**src/rtl/mips_mc_pkg.sv**
```systemverilog
// Shared definitions for the multicycle MIPS fetch front-end:
// PCSrc encodings, the memory handshake state type and the default reset PC.
package mips_mc_pkg;

    localparam logic [1:0] PCSRC_ALU    = 2'b00;
    localparam logic [1:0] PCSRC_ALUOUT = 2'b01;
    localparam logic [1:0] PCSRC_JUMP   = 2'b10;
    localparam logic [1:0] PCSRC_HOLD   = 2'b11;

    typedef enum logic {
        IDLE = 1'b0,
        BUSY = 1'b1
    } hs_state_t;

    localparam logic [31:0] DEFAULT_RESET_PC = 32'h0000_0000;

endpackage

```
**src/rtl/mips_mem_handshake.sv**
```systemverilog
// Memory read handshake for the unified instruction/data port.
// Optional watchdog: define MIPS_MC_FETCH_WATCHDOG_EN to abort reads that
// stay BUSY for TIMEOUT_CYCLES cycles and raise a sticky mem_err.
//
// Handshake: mem_read acts as valid, mem_ready as ready. A read completes on
// any rising edge where mem_read & mem_ready are both high; the address is
// held stable from the first unanswered request cycle until completion.
module mips_mem_handshake
    import mips_mc_pkg::*;
#(
    parameter int TIMEOUT_CYCLES = 16
) (
    input  logic        clk,
    input  logic        rst,
    input  logic        mem_req,
    input  logic        mem_ready,
    input  logic        iord,
    input  logic [31:0] pc,
    input  logic [31:0] alu_out,
    output logic [31:0] mem_addr,
    output logic        mem_read,
    output logic        stall,
    output logic        complete,
    output logic        mem_err,
    output hs_state_t   state_dbg
);

    hs_state_t   state;
    hs_state_t   state_nxt;
    logic [31:0] addr_q;
    logic        timeout;

    assign state_dbg = state;

    // Handshake state register.
    always_ff @(posedge clk or posedge rst) begin
        if (rst) state <= IDLE;
        else     state <= state_nxt;
    end

    // Capture the address when a request is not answered immediately.
    always_ff @(posedge clk or posedge rst) begin
        if (rst)                                      addr_q <= '0;
        else if (state == IDLE && mem_req && !mem_ready) addr_q <= mem_addr;
    end

`ifdef MIPS_MC_FETCH_WATCHDOG_EN
    localparam logic [7:0] TIMEOUT_LAST = 8'(TIMEOUT_CYCLES - 1);
    logic [7:0] wd_cnt;

    // Count consecutive BUSY cycles; held at zero while IDLE so entry clears it.
    always_ff @(posedge clk or posedge rst) begin
        if (rst)                wd_cnt <= '0;
        else if (state == IDLE) wd_cnt <= '0;
        else                    wd_cnt <= wd_cnt + 8'd1;
    end

    // Sticky error flag, cleared only by reset.
    always_ff @(posedge clk or posedge rst) begin
        if (rst)          mem_err <= 1'b0;
        else if (timeout) mem_err <= 1'b1;
    end

    assign timeout = (state == BUSY) && !mem_ready && (wd_cnt == TIMEOUT_LAST);
`else
    assign timeout = 1'b0;
    assign mem_err = 1'b0;
`endif

    // Address select, strobes and next-state logic.
    always_comb begin
        state_nxt = state;
        mem_addr  = iord ? alu_out : pc;
        mem_read  = mem_req | (state == BUSY);
        complete  = mem_read & mem_ready;
        stall     = mem_read & ~mem_ready & ~timeout;
        unique case (state)
            IDLE: if (mem_req && !mem_ready) state_nxt = BUSY;
            BUSY: begin
                mem_addr = addr_q;
                if (mem_ready || timeout) state_nxt = IDLE;
            end
            default: state_nxt = IDLE;
        endcase
    end

endmodule

```
**src/rtl/mips_mc_fetch_unit.sv**
```systemverilog
// Multicycle MIPS front-end: PC, instruction register, memory data register
// and next-PC mux, with memory waits handled by mips_mem_handshake.
// Optional watchdog enabled by defining MIPS_MC_FETCH_WATCHDOG_EN.
module mips_mc_fetch_unit
    import mips_mc_pkg::*;
#(
    parameter logic [31:0] RESET_PC       = DEFAULT_RESET_PC,
    parameter int          TIMEOUT_CYCLES = 16
) (
    input  logic        Clk,
    input  logic        Reset,
    input  logic        PCWrite,
    input  logic        Branch,
    input  logic        Zero,
    input  logic        IRWrite,
    input  logic        IorD,
    input  logic [1:0]  PCSrc,
    input  logic        MemReq,
    input  logic [31:0] ALUResult,
    input  logic [31:0] ALUOut,
    input  logic [31:0] MemRData,
    input  logic        MemReady,
    output logic [31:0] MemAddr,
    output logic        MemRead,
    output logic [31:0] PC,
    output logic [31:0] Instr,
    output logic [31:0] Data,
    output logic        Stall,
    output logic        MemErr,
    output hs_state_t   dbg_state
);

    logic        complete;
    logic        pc_en;
    logic [31:0] pc_next;
    logic [31:0] jump_target;

    mips_mem_handshake #(.TIMEOUT_CYCLES(TIMEOUT_CYCLES)) u_hs (
        .clk       (Clk),
        .rst       (Reset),
        .mem_req   (MemReq),
        .mem_ready (MemReady),
        .iord      (IorD),
        .pc        (PC),
        .alu_out   (ALUOut),
        .mem_addr  (MemAddr),
        .mem_read  (MemRead),
        .stall     (Stall),
        .complete  (complete),
        .mem_err   (MemErr),
        .state_dbg (dbg_state)
    );

    // PCWrite already implies a write, so Branch only matters when it is low.
    assign pc_en       = (PCWrite | (Branch & Zero)) & ~Stall;
    assign jump_target = {PC[31:28], Instr[25:0], 2'b00};

    // Next-PC select; all arithmetic comes from the ALU.
    always_comb begin
        pc_next = PC;
        unique case (PCSrc)
            PCSRC_ALU:    pc_next = ALUResult;
            PCSRC_ALUOUT: pc_next = ALUOut;
            PCSRC_JUMP:   pc_next = jump_target;
            PCSRC_HOLD:   pc_next = PC;
            default:      pc_next = PC;
        endcase
    end

    // Program counter.
    always_ff @(posedge Clk or posedge Reset) begin
        if (Reset)      PC <= RESET_PC;
        else if (pc_en) PC <= pc_next;
    end

    // Memory data register loads on every completed read; IR only when asked.
    always_ff @(posedge Clk or posedge Reset) begin
        if (Reset) begin
            Data  <= '0;
            Instr <= '0;
        end else if (complete) begin
            Data <= MemRData;
            if (IRWrite) Instr <= MemRData;
        end
    end

endmodule

```
**config.mk**
```make
export PLATFORM = sky130hd
export DESIGN_NAME = mips_mc_fetch_unit
export DESIGN_NICKNAME = d
export VERILOG_FILES = /design/src/rtl/mips_mc_pkg.sv /design/src/rtl/mips_mem_handshake.sv /design/src/rtl/mips_mc_fetch_unit.sv
export SDC_FILE = /design/constraint.sdc
export NUM_CORES = 1
export LEC_CHECK = 0
export ABC_AREA = 1
export CORE_MARGIN = 3
export CORE_UTILIZATION = 49
export DETAILED_ROUTE_END_ITERATION = 6
export HOLD_SLACK_MARGIN = 0.15
export MAX_ROUTING_LAYER = met4
export PLACE_DENSITY = 0.87
export SYNTH_ARGS = -nofsm -noshare
export SYNTH_HDL_FRONTEND = slang
export SYNTH_HIERARCHICAL = 1
export SYNTH_SLANG_ARGS = --single-unit
```
**constraint.sdc**
```tcl
create_clock -name Clk -period 6 [get_ports Clk]
set_clock_uncertainty 0.2 [all_clocks]
set_input_delay 1.2 -clock Clk [delete_from_list [all_inputs] [get_ports Clk]]
set_output_delay 1.2 -clock Clk [all_outputs]
set_load 0.02 [all_outputs]
```
==> metrics.txt <==
# TYPE chip_impl_metric gauge
chip_impl_metric{name="slew_headroom",unit=""} 0.185
chip_impl_metric{name="stdcell_area",unit="sq um"} 9550
chip_impl_info{name="synth_top_area_cell",value="sky130_fd_sc_hd__dfrtp_1"} 1
chip_impl_metric{name="clock_insertion_delay_worst_skew",unit="ns"} 0.42
chip_impl_metric{name="hold_path_depth",unit=""} 2
chip_impl_metric{name="area.growth.synth_to_final",unit="%"} 44.2
chip_impl_metric{name="maxSlewViolCount",unit=""} 0
chip_impl_info{name="end_kind",value="primary output"} 1
chip_impl_metric{name="total_of_cells_resized_after_clock_tree_synthesis",unit=""} 0
chip_impl_metric{name="synth.net_count",unit=""} 977
chip_impl_metric{name="setup_violations",unit=""} 0
chip_impl_metric{name="design.final.nets",unit=""} 1186
chip_impl_metric{name="reg2reg_slack",unit="ns"} 3.11
chip_impl_metric{name="crit_required",unit="ns"} 4.60
chip_impl_metric{name="share_of_the_yosys_chip_area_belonging_to_registers",unit=""} 0.487
chip_impl_metric{name="route.antenna.remaining_nets",unit=""} 0
chip_impl_metric{name="fin_total_pwr",unit="mW"} 3.14
chip_impl_metric{name="ys.warnings.count",unit=""} 6
chip_impl_metric{name="number_of_storage_elements_in_the_synthesis_netlist",unit=""} 129
chip_impl_metric{name="floorplan.die_area",unit="sq um"} 14900
chip_impl_metric{name="drt-wirelength-per-cell",unit="microns"} 16.5
chip_impl_metric{name="detailedRoute.firstPassIterationCount",unit=""} 5
chip_impl_metric{name="instances_no_fill",unit=""} 1262
chip_impl_metric{name="route.detailed.drc",unit=""} 0
chip_impl_metric{name="viasPerCell",unit=""} 5.06
chip_impl_metric{name="start_util",unit=""} 0.512
chip_impl_info{name="library_cell_appearing_most_often_on_the_critical_path",value="sky130_fd_sc_hd__nand2_1"} 1
chip_impl_metric{name="dpl.hpwl",unit="microns"} 15200
chip_impl_metric{name="post_synth_num_cell_types",unit=""} 24
chip_impl_metric{name="timing.critical_path.fanout_max",unit=""} 32
chip_impl_info{name="critical_path.reg2reg.startpoint",value="u_hs/state_dbg"} 1
chip_impl_metric{name="final.period_utilization",unit=""} 0.821
chip_impl_metric{name="cellLeakagePower",unit="nW"} 4.73
chip_impl_metric{name="fmax",unit="MHz"} 203
chip_impl_info{name="worst-setup-path-type",value="in2out"} 1
chip_impl_metric{name="largest_net_degree_at_the_start_of_global_routing",unit=""} 71
chip_impl_info{name="worst_hold_startpoint",value="u_hs/addr_q[25]"} 1
chip_impl_metric{name="r2r.worst_path.cells",unit=""} 5
chip_impl_metric{name="die-width",unit="microns"} 122
chip_impl_info{name="cp_cell_sequence",value="clkdlybuf4s50_1 -> inv_1 -> nand2_1 -> nand2_1 -> nand2_1 -> o21ai_0 -> clkdlybuf4s50_1"} 1
chip_impl_metric{name="die_h",unit="microns"} 122
chip_impl_metric{name="core_area",unit="sq um"} 12900
chip_impl_metric{name="antenna_found_initial",unit=""} 2
chip_impl_info{name="cp-start-kind",value="input pin"} 1
chip_impl_metric{name="clock_tree.htree_level_count",unit=""} 4
chip_impl_info{name="cts_root_buffer",value="sky130_fd_sc_hd__clkbuf_16"} 1
chip_impl_info{name="most_frequent_cell_after_synthesis",value="sky130_fd_sc_hd__nand2_1"} 1
chip_impl_metric{name="worstPathArrival",unit="ns"} 3.53
chip_impl_info{name="path_delay_family",value="buffers and inverters"} 1
chip_impl_metric{name="finalWirelength",unit="microns"} 20800
chip_impl_info{name="post_synth_most_frequent_cells",value="sky130_fd_sc_hd__nand2_1 (481), sky130_fd_sc_hd__dfrtp_1 (129), sky130_fd_sc_hd__nand3_1 (49), sky130_fd_sc_hd__o21ai_0 (40), sky130_fd_sc_hd__inv_1 (38)"} 1
chip_impl_metric{name="mappedNetlistArea",unit="sq um"} 6620
chip_impl_metric{name="place.gp.congestion",unit=""} 0.931
chip_impl_metric{name="cp.depth",unit=""} 7
chip_impl_metric{name="worst_ir_drop_vdd",unit="V"} 0.000259
chip_impl_metric{name="worst-slew-pin-transition",unit="ns"} 1.22
chip_impl_metric{name="synth_largest_type_area_fraction",unit=""} 0.487
chip_impl_metric{name="global_route_overflow",unit=""} 0
chip_impl_metric{name="cts.sinks",unit=""} 129
chip_impl_info{name="cpMaxStageDelayCell",value="sky130_fd_sc_hd__inv_1"} 1
chip_impl_metric{name="post_synth_edffs",unit=""} 0
chip_impl_metric{name="rows",unit=""} 41
chip_impl_metric{name="starting_drc_count_in_detailed_routing",unit=""} 607
chip_impl_metric{name="critical_path_buf_inv_count",unit=""} 3
chip_impl_metric{name="asyncSetResetFlopFracSynth",unit=""} 1.00
chip_impl_info{name="synth_ff_type",value="sky130_fd_sc_hd__dfrtp_1"} 1
chip_impl_metric{name="placed_cells",unit=""} 1229
chip_impl_metric{name="final.min_clock_period",unit="ns"} 4.93
chip_impl_metric{name="placement.io_buffers",unit=""} 237
chip_impl_metric{name="final.setup.tns",unit="ns"} 0
chip_impl_metric{name="netlist_instances",unit=""} 867
chip_impl_metric{name="post-cts-setup-buffer-count",unit=""} 0
chip_impl_metric{name="routed-via-count",unit=""} 6392
chip_impl_metric{name="grt_pass1_wl",unit="microns"} 32000
chip_impl_info{name="run_status",value="finished, final reports clean"} 1
chip_impl_metric{name="placedInstanceArea",unit="sq um"} 8930
chip_impl_info{name="cts_tree",value="done"} 1
chip_impl_metric{name="grtUsageTotal",unit=""} 0.286
chip_impl_metric{name="max_stage_delay",unit="ns"} 0.75
chip_impl_metric{name="report.final.hold_viol_count",unit=""} 0
chip_impl_metric{name="clock_path_buffers",unit=""} 2
chip_impl_info{name="min-delay-path-class",value="reg2reg"} 1
chip_impl_metric{name="cap_viol_max_count",unit=""} 0
chip_impl_info{name="crit_path_start",value="IorD"} 1
chip_impl_metric{name="cts_made_buffers",unit=""} 17
chip_impl_metric{name="layout-drive-gt1-share",unit=""} 0.0726
chip_impl_metric{name="syn_avg_cell_area",unit="sq um"} 7.64
chip_impl_metric{name="io_pins",unit=""} 239
chip_impl_info{name="synthTopCellsByArea",value="sky130_fd_sc_hd__dfrtp_1 (49%), sky130_fd_sc_hd__nand2_1 (27%), sky130_fd_sc_hd__mux2_2 (5.1%), sky130_fd_sc_hd__nand3_1 (3.7%), sky130_fd_sc_hd__o21ai_0 (3.0%)"} 1
chip_impl_metric{name="post-route-util",unit=""} 0.739
chip_impl_info{name="setup_repair_after_global_routing_missed_its_margin",value="no"} 1
chip_impl_metric{name="cts.clk_slew.worst_paths",unit="ns"} 0.05
chip_impl_metric{name="cts_hold_buf",unit=""} 0
chip_impl_metric{name="first_global_vias",unit=""} 5917
chip_impl_metric{name="powerDensity",unit="nW/um^2"} 329
[power breakdown]
part           switching, mW  total, mW  internal (mW)
sequential             0.103       1.12           1.02
clock                  0.379       1.07          0.693
combinational          0.512      0.944          0.433
[state kept, by name, indices dropped and copies added (netlist names)]
name            flops
u_hs/addr_q        32
Instr              32
PC                 32
u_hs/state_dbg      1
Data               32
[routing by layer]
metal | vias up | track usage | share of wire
met3 | 38 | 0.0724 | 0.079
met4 | 0 | 0.0987 | 0.029
li1 | 3109 | - | -
met5 | - | - | 0
met1 | 2947 | 0.393 | 0.43
met2 | 298 | 0.417 | 0.46
[worst paths after layout]
kind | endpoint
setup reg to reg | Instr[31]
max in group asynchronous | Data[11]
setup / recovery | MemAddr[22]
hold / removal | u_hs/addr_q[25]
min in group asynchronous | u_hs/addr_q[4]
hold reg to reg | u_hs/addr_q[25]
[through the flow]
stage	worst slack (ns)	hold WS [ns]
after floorplan	2.09	0.241
after global placement	1.17	0.253
after detailed placement	1.12	0.261
after CTS	1.12	0.274
after global routing	0.980	0.304
final	1.07	0.278
[logic make-up (layout without fill, tap and decap cells)]
group,after synthesis,in the layout,synth area share
compound gates,64,64,0.0548
simple gates,548,548,0.328
fa+ha+maj,3,3,0.00567
flops,129,129,0.487
other cells,1,3,0.000566
mux,30,30,0.0510
buf+inv,92,313,0.0722
[placed cells by master, fill, tap and decap left out, drive strengths merged, types with 3 or more instances in the layout]
cell type | synthesis | final
nand2 | 484 | 484
clkdlybuf4s50 | 0 | 237
dfrtp | 129 | 129
nand3 | 50 | 50
o21ai | 41 | 41
inv | 41 | 41
mux2 | 30 | 30
clkbuf | 5 | 22
o21a | 17 | 17
a21oi | 6 | 6
nor2 | 5 | 5
clkinvlp | 0 | 4
buf | 46 | 4
and2 | 4 | 4
or2 | 4 | 4
ha | 3 | 3
bufinv | 0 | 3
[worst reg2reg max path, cell delays in order (launching register included)]
cell and delay [ns]:
sky130_fd_sc_hd__dfrtp_1 0.35, sky130_fd_sc_hd__inv_2 0.37, sky130_fd_sc_hd__a21oi_4 0.86, sky130_fd_sc_hd__nand2_2 0.65, sky130_fd_sc_hd__nand2_1 0.21, sky130_fd_sc_hd__o21ai_0 0.10
[area by class of cell]
cell class	count	area (sq um)
timing repair buffer	241	2400
inverter	41	156
antenna	2	5.00
sequential	129	3230
clock buffer	22	484
multi-input combinational	646	2930
tap	172	215
clock inverter	9	130
fill	982	3380
No activity file was read; power rests on OpenSTA's default activity.
